## config.mk

```make
export PLATFORM = sky130hd
export DESIGN_NAME = conv_loop_ctrl
export DESIGN_NICKNAME = d
export VERILOG_FILES = /design/src/rtl/conv_loop_ctrl.sv
export SDC_FILE = /design/constraint.sdc
export NUM_CORES = 1
export LEC_CHECK = 0
export ABC_CLOCK_PERIOD_IN_PS = 2310
export CORE_MARGIN = 3
export CORE_UTILIZATION = 48
export DETAILED_ROUTE_END_ITERATION = 8
export MAX_ROUTING_LAYER = met4
export PLACE_DENSITY = 0.82
export SYNTH_ARGS = -nofsm -noshare
export SYNTH_HDL_FRONTEND = slang
export SYNTH_SLANG_ARGS = --single-unit
```

## constraint.sdc

```tcl
create_clock -name clk -period 2.31 [get_ports clk]
set_input_delay 0.3465 -clock clk [delete_from_list [all_inputs] [get_ports clk]]
set_output_delay 0.3465 -clock clk [all_outputs]
set_load 0.1 [all_outputs]
```

## src/rtl/conv_loop_ctrl.sv

```systemverilog
// conv_loop_ctrl: six-deep loop sequencer for the convolution address datapath.
// Emits one (i,j,k,m,n,l) tuple per cycle while running and holds it on a stall.
// It also flags accumulator boundaries and padding validity for the MAC stage.
module conv_loop_ctrl #(
  parameter int BYTE            = 8,
  parameter int CONV_DIM_IMG    = 32,
  parameter int CONV_DIM_OUT    = 32,
  parameter int CONV_DIM_KERNEL = 5,
  parameter int CONV_DIM_CH     = 3,
  parameter int CONV_OUT_CH     = 6,
  parameter int STRIDE          = 1,
  parameter int PADDING         = 2
) (
  input  logic            clk,
  input  logic            rst_n,
  input  logic            start,
  input  logic            stall,
  output logic            busy,
  output logic            done,
  output logic            iter_en,
  output logic [BYTE-1:0] i,
  output logic [BYTE-1:0] j,
  output logic [BYTE-1:0] k,
  output logic [BYTE-1:0] m,
  output logic [BYTE-1:0] n,
  output logic [BYTE-1:0] l,
  output logic            acc_clr,
  output logic            acc_last,
  output logic            in_bounds
);

  typedef enum logic [1:0] {IDLE, RUN, DONE} state_t;

  localparam logic [BYTE-1:0] ONE   = BYTE'(1);
  localparam logic [BYTE-1:0] ZERO  = '0;
  localparam logic [BYTE-1:0] L_MAX = BYTE'(CONV_DIM_CH - 1);
  localparam logic [BYTE-1:0] K_MAX = BYTE'(CONV_DIM_KERNEL - 1);
  localparam logic [BYTE-1:0] O_MAX = BYTE'(CONV_DIM_OUT - 1);
  localparam logic [BYTE-1:0] I_MAX = BYTE'(CONV_OUT_CH - 1);

  localparam logic [15:0] STRIDE16 = 16'(STRIDE);
  localparam logic [15:0] PAD16    = 16'(PADDING);
  localparam logic [15:0] IMG16    = 16'(CONV_DIM_IMG);

  state_t          state_q, state_d;
  logic [BYTE-1:0] i_q, j_q, k_q, m_q, n_q, l_q;
  logic [BYTE-1:0] i_d, j_d, k_d, m_d, n_d, l_d;

  logic            wrap_l, wrap_n, wrap_m, wrap_k, wrap_j, wrap_i;
  logic            final_tuple;
  logic            run;
  logic [15:0]     row, col;

  // A padded coordinate is valid only if it falls inside [PADDING, PADDING+IMG).
  // The lower-bound test comes first so the subtraction is only meaningful
  // when it cannot underflow.
  function automatic logic axis_ok(input logic [15:0] pos);
    return (pos >= PAD16) && ((pos - PAD16) < IMG16);
  endfunction

  assign wrap_l      = (l_q == L_MAX);
  assign wrap_n      = (n_q == K_MAX);
  assign wrap_m      = (m_q == K_MAX);
  assign wrap_k      = (k_q == O_MAX);
  assign wrap_j      = (j_q == O_MAX);
  assign wrap_i      = (i_q == I_MAX);
  assign final_tuple = wrap_l && wrap_n && wrap_m && wrap_k && wrap_j && wrap_i;

  // State and index registers; reset aborts any pass without a done pulse.
  always_ff @(posedge clk) begin
    if (!rst_n) begin
      state_q <= IDLE;
      i_q     <= ZERO;
      j_q     <= ZERO;
      k_q     <= ZERO;
      m_q     <= ZERO;
      n_q     <= ZERO;
      l_q     <= ZERO;
    end else begin
      state_q <= state_d;
      i_q     <= i_d;
      j_q     <= j_d;
      k_q     <= k_d;
      m_q     <= m_d;
      n_q     <= n_d;
      l_q     <= l_d;
    end
  end

  // Next state and odometer-style index advance, l innermost through i outermost.
  always_comb begin
    state_d = state_q;
    i_d     = i_q;
    j_d     = j_q;
    k_d     = k_q;
    m_d     = m_q;
    n_d     = n_q;
    l_d     = l_q;
    case (state_q)
      IDLE: begin
        if (start) state_d = RUN;
      end
      RUN: begin
        if (!stall) begin
          if (final_tuple) begin
            state_d = DONE;
            i_d = ZERO;
            j_d = ZERO;
            k_d = ZERO;
            m_d = ZERO;
            n_d = ZERO;
            l_d = ZERO;
          end else begin
            l_d = wrap_l ? ZERO : l_q + ONE;
            if (wrap_l)
              n_d = wrap_n ? ZERO : n_q + ONE;
            if (wrap_l && wrap_n)
              m_d = wrap_m ? ZERO : m_q + ONE;
            if (wrap_l && wrap_n && wrap_m)
              k_d = wrap_k ? ZERO : k_q + ONE;
            if (wrap_l && wrap_n && wrap_m && wrap_k)
              j_d = wrap_j ? ZERO : j_q + ONE;
            if (wrap_l && wrap_n && wrap_m && wrap_k && wrap_j)
              i_d = i_q + ONE;
          end
        end
      end
      DONE: begin
        state_d = IDLE;
      end
      default: begin
        state_d = IDLE;
      end
    endcase
  end

  // Padded input coordinates of the current tuple, in 16 bits so they never wrap.
  always_comb begin
    row = STRIDE16 * 16'(j_q) + 16'(m_q);
    col = STRIDE16 * 16'(k_q) + 16'(n_q);
  end

  assign run       = (state_q == RUN);
  assign busy      = run;
  assign iter_en   = run;
  assign done      = (state_q == DONE);
  assign i         = i_q;
  assign j         = j_q;
  assign k         = k_q;
  assign m         = m_q;
  assign n         = n_q;
  assign l         = l_q;
  assign acc_clr   = run && (m_q == ZERO) && (n_q == ZERO) && (l_q == ZERO);
  assign acc_last  = run && wrap_m && wrap_n && wrap_l;
  assign in_bounds = run && axis_ok(row) && axis_ok(col);

endmodule

```

==> reports/results.tsv, run 1 <==
metric	value	unit
slew_viol_final	0	
core-area	0.00646	mm^2
drive_gt1_share	39.7	%
dp_slack	-0.357	ns
clockRootBuffer	clkbuf_8	
start_util	50.2	%
place.gp.congestion	0.934	
synth.avg_cell_area	8.45	um^2
ys_types	55	
wirelength	9.23	mm
grt_use_met1	29.7	%
final_nets	528	
cts_tree	built	
cp_max_fo	3	
syn_nets	417	
first_pass_iters	4	
dieArea	0.00778	mm^2
leakage	1.96	nW
fin_util	70.7	%
fmax	326	MHz
layout_common_cells	buf_4, nor2_1, nand2_1, ha_1, dfxtp_2	
violations	negative setup slack	
rows	29	
slew_headroom	70.7	%
drc	0	
cp-start-kind	flop	
power_per_cell_area	321	mW/mm^2
overflow	0	
h-tree-depth	2	
area_delta_synth_final	40.7	%
wire_per_inst	16.1	um
endpoint_kind	output port	
nFillCells	479	
min_period	3.07	ns
crit_type	flop to output port	
final_area	0.00456	mm^2
clockBufferDepth	2	
period_share	133	%
grt_max_degree	16	
die_w	88.2	um
portBuffers	57	
dp_hpwl	7.32	mm
async_flop_share	0	%
grt_setup_unrepaired	true	
grt_pass1_vias	3099	
synthCells	384	
synth_edf_count	0	
postRouteAntennaNets	0	
clock_skew	0.0110	ns
hold_violations	0	
peakVddDrop	0.291	mV
drt-vias-per-instance	5.70	
cts_made_buffers	5	
drv_cap	0	
final_common_cell	buf_4	
dieHeight	88.2	um
setup_viol	1	
via_count	3265	
netlist_area	0.00324	mm^2
antenna_cells	0	
cts_hold_buffers	0	
clk-insertion-delay-late	0.30	ns
worst_slew_pin_slew	0.439	ns
required	1.96	ns
min_path_type	flop to flop	
clock_sinks	50	
grt.busiest_layer	met2	
ys.warnings.count	0	
antenna_found_initial	0	
ys.flop_type	dfxtp_1	
use_met2	43.0	%
grt_pass1_wl	14.7	mm
worstPathArrival	2.72	ns
ios	58	
use_met3	3.82	%
fin_ws	-0.760	ns
drtIter0Drc	125	
ys_seq_area_share	30.9	%
grt_usage	24.8	%
multiInputGateArea	0.00231	mm^2
ys_ff_latch	50	
path_clk_slew	0.09	ns
dpl_cell_area	0.00436	mm^2
seq_area	0.00110	mm^2
status	finished, violations left	
## critical path, cell delays in order (launching register included)
cell       delay, ns
dfxtp_4         0.36
ha_1            0.32
a21oi_1         0.15
o21ai_0         0.18
a2111oi_1       0.52
nor3_1          0.14
xor2_1          0.19
nor4_4          0.35
buf_12          0.21
## kinds of logic after synthesis
kind of cell    after synthesis  synth area share [%]
compound gates               52                  9.91
xor+xnor                     40                  10.8
simple gates                188                  33.2
mux                           1                 0.309
flops                        50                  30.9
buf+inv                      24                  3.28
fa+ha+maj                    29                  11.6
## where the power goes
| part | switching, W | total [W] | leakage (nW) | internal [W] |
|---|---|---|---|---|
| logic | 0.0000860 | 0.000124 | 1.48 | 0.0000382 |
| registers | 0.00000453 | 0.000845 | 0.430 | 0.000841 |
| clock network | 0.000280 | 0.000495 | 0.0452 | 0.000214 |
## layer usage
layer | up-vias | part of all wire (%)
li1 | 1594 | -
met1 | 1540 | 42
met2 | 111 | 51
met3 | 20 | 5.2
met4 | 0 | 2.2
met5 | - | 0
## stage by stage
step	hold WS (ns)	cells	setup TNS, ns	total power [W]
2_1_floorplan	0.476	384	-1.21	0.000950
3_3_place_gp	0.515	561	-0.327	0.000985
3_5_place_dp	0.531	561	-0.357	0.000987
4_1_cts	0.544	572	-0.702	0.00148
5_1_grt	0.550	573	-0.922	0.00153
6_report	0.513	573	-0.760	0.00146
## sequential cells by signal, indices dropped and copies added (netlist names)
register,flops
m,8
j,8
n,8
l,8
i,8
state_q,2
k,8
## area by class of cell
class                   instances  area share (%)
multi-input cells             310            50.6
flip-flops and latches         50            24.2
repair buffers                112            19.9
well taps                      77            2.11
clock buffers                   6            1.59
inverters                      16            1.37
clock inverters                 2           0.302
## what timing repair did
action	4_1_cts	5_1_grt
pin swaps	12	8
setup buffers	3	1
gates resized for setup	6	17
setup endpoints to repair	2	14
endpoints found under the hold margin	0	0
## cells in the mapped netlist, types with 2 or more instances
cell type	count	area, um^2
nand2b_1	8	50.1
nand4_1	17	106
buf_4	2	15.0
nor2_1	47	176
and4_1	3	26.3
a2111oi_0	2	17.5
xor2_1	20	175
fa_1	2	40.0
a21oi_1	18	90.1
o211ai_1	2	15.0
ha_1	27	338
a21boi_0	4	30.0
nand3b_1	3	22.5
or3_1	7	43.8
nor3_1	12	60.1
inv_1	16	60.1
nand2_1	31	116
o21ai_0	9	45.0
nor4_4	3	63.8
and3_1	8	50.1
nor4_1	8	50.1
and2_1	5	31.3
dfxtp_1	50	1000
nor2b_1	5	31.3
xnor2_1	20	175
clkbuf_1	4	15.0
nand3_1	15	75.1
o21ai_1	2	10.0
a211oi_1	2	15.0
a21boi_1	6	45.0
nor4_2	2	25.0
## final timing paths
path                            from                      end  slack [ns]  cells after the start
min reg2reg  state_q[0]$_SDFFE_PN0P_  state_q[0]$_SDFFE_PN0P_        0.51                      2
min          state_q[0]$_SDFFE_PN0P_  state_q[0]$_SDFFE_PN0P_        0.51                      2
max                j[1]$_SDFFE_PN0P_                in_bounds       -0.76                      8
max reg2reg        j[0]$_SDFFE_PN0P_        i[1]$_SDFFE_PN0P_        0.09                      8
Power figures use the tool's default switching activity.
==> run 2: changes to the inputs <==
--- a/config.mk
+++ b/config.mk
@@ -6,6 +6,8 @@
 export NUM_CORES = 1
 export LEC_CHECK = 0
 export ABC_CLOCK_PERIOD_IN_PS = 2310
+export CAP_MARGIN = 20
+export CORE_ASPECT_RATIO = 1.25
 export CORE_MARGIN = 3
 export CORE_UTILIZATION = 48
 export DETAILED_ROUTE_END_ITERATION = 8
==> run 2 against run 1 <==
Compared with the run above: sequential power is essentially flat; setup slack better by 0.095 ns; clock skew decreased by 0.0074 ns; sequential share of layout area hardly changed; the flow still finishes with violations (negative setup slack); utilization rose by 0.91 points; count of clock-buffer cells in the layout did not move; non-clock buffer count down 2.
==> reports/results.tsv, run 2 (synthesis results as in run 1) <==
metric	value	unit	change
grt_pass1_wl	14.9	mm	+0.94%
path_clk_slew	0.09	ns	about the same
min_path_type	flop to flop		
clockBufferDepth	2		unchanged
place.gp.congestion	0.874		-6.5%
h-tree-depth	2		unchanged
startpoint	j[0]$_SDFFE_PN0P_		
area_delta_synth_final	40.5	%	
clock_skew	0.00360	ns	-0.00741 ns
dp_hpwl	7.11	mm	-2.9%
worstPathArrival	2.63	ns	-0.09 ns
postRouteAntennaNets	0		unchanged
die_w	79.5	um	-9.8%
wirelength	8.97	mm	-2.8%
clk-insertion-delay-late	0.30	ns	about the same
pwr-share-comb	8.6	%	about the same
drv_cap	0		unchanged
antenna_found_initial	0		unchanged
first_pass_iters	4		unchanged
slew_headroom	70.9	%	+0.27 points
drt-vias-per-instance	5.56		-2.5%
violations	negative setup slack		
fmax	336	MHz	+3.2%
dieArea	0.00779	mm^2	about the same
pwr-share-clk	33.9	%	about the same
drive_gt1_share	39.3	%	-0.45 points
status	finished, violations left		
r2r-start	j[1]$_SDFFE_PN0P_		
period_share	129	%	-4.1 points
wire_per_inst	15.5	um	-3.9%
overflow	0		unchanged
cts_made_buffers	5		unchanged
endpoint_kind	output port		
clockRootBuffer	clkbuf_8		
fin_util	71.6	%	+0.91 points
cts_tree	built		
leakage	1.93	nW	-1.4%
min_period	2.97	ns	-0.0952 ns
hold_violations	0		unchanged
final_nets	526		-0.38%
p_int	0.00110	W	+0.22%
peakVddDrop	0.351	mV	+21%
portBuffers	57		unchanged
grt_usage	24.3	%	-0.44 points
setup_viol	1		unchanged
power_per_cell_area	323	mW/mm^2	+0.62%
core-area	0.00637	mm^2	-1.4%
rows	32		+10%
start_util	51.0	%	+0.73 points
crit_type	flop to output port		
power.switching	0.000375	W	+1.2%
final_common_cell	buf_4		
ios	58		unchanged
seq_power_share	57.5	%	-0.2 points
grt_setup_unrepaired	true		
fin_ws	-0.664	ns	+0.0952 ns
clock_sinks	50		unchanged
antenna_cells	0		unchanged
worst_slew_pin_slew	0.434	ns	-0.00426 ns
drtIter0Drc	123		-1.6%
drc	0		unchanged
grt_pass1_vias	3256		+5.1%
required	1.96	ns	about the same
setup-tns-final	-0.664	ns	+0.0952 ns
dieHeight	97.9	um	+11%
via_count	3217		-1.5%
cp_max_fo	3		unchanged
worstHoldStart	state_q[0]$_SDFFE_PN0P_		
grt_max_degree	18		+2
slew_viol_final	0		unchanged
swShare	25.5	%	+0.18 points
layout_common_cells	buf_4, nor2_1, nand2_1, ha_1, dfxtp_2		
cp-start-kind	flop		
[run 2: path summary, 6_finish.rpt]
| kind | endpoint | slack [ns] | cells after the start |
|---|---|---|---|
| setup / recovery | in_bounds | -0.66 | 10 |
| hold / removal | state_q[0]$_SDFFE_PN0P_ | 0.51 | 2 |
| hold reg to reg | state_q[0]$_SDFFE_PN0P_ | 0.51 | 2 |
| setup reg to reg | i[1]$_SDFFE_PN0P_ | 0.07 | 8 |
[run 2: per-layer routing]
layer / track usage (%) / share of wire [%] / up-vias
li1: - / - / 1592
met1: 26.7 / 40 / 1505
met2: 43.7 / 53 / 97
met3: 3.32 / 4.3 / 23
met4: 9.39 / 3.2 / 0
met5: - / 0 / -
[run 2: area by class of cell]
| type | count | area [um^2] |
|---|---|---|
| Sequential cell | 50 | 1100 |
| Tap cell | 85 | 106 |
| Fill cell | 476 | 1810 |
| Multi-Input combinational cell | 310 | 2290 |
| Clock inverter | 2 | 13.8 |
| Timing Repair Buffer | 110 | 906 |
| Inverter | 16 | 62.6 |
| Clock buffer | 6 | 72.6 |
[run 2: per-stage QoR]
step | instances | hold WS (ns) | area, um^2 | setup WS, ns | total power, W
global route | 579 | 0.539 | 4560 | -0.843 | 0.00152
detailed placement | 567 | 0.512 | 4360 | -0.370 | 0.000990
floorplan | 384 | 0.476 | 3450 | -1.00 | 0.000950
finish | 579 | 0.512 | 4560 | -0.664 | 0.00147
CTS | 576 | 0.525 | 4480 | -0.641 | 0.00149
global placement | 567 | 0.498 | 4360 | -0.339 | 0.000989
[run 2: repair_timing]
action,4_1_cts,5_1_grt
setup endpoints to repair,2,8
resized for setup,4,15
setup buffers,1,3
pin swaps,10,4
hold buffers,0,0
[run 2: worst max-delay path, stage by stage, from the launching register on]
cell,delay (ns)
dfxtp_4,0.36
ha_2,0.19
inv_1,0.05
fa_1,0.38
nand2b_4,0.17
a21oi_2,0.14
o21ai_0,0.11
a21oi_1,0.19
o2111ai_2,0.18
nor4_4,0.34
buf_12,0.21
[run 2: power groups by stage]
stage          clock (W)  sequential, W  combinational (W)
2_1_floorplan          0       0.000878          0.0000720
3_3_place_gp           0       0.000866           0.000123
3_5_place_dp           0       0.000866           0.000124
4_1_cts         0.000515       0.000845           0.000126
5_1_grt         0.000543       0.000846           0.000134
6_report        0.000499       0.000845           0.000126
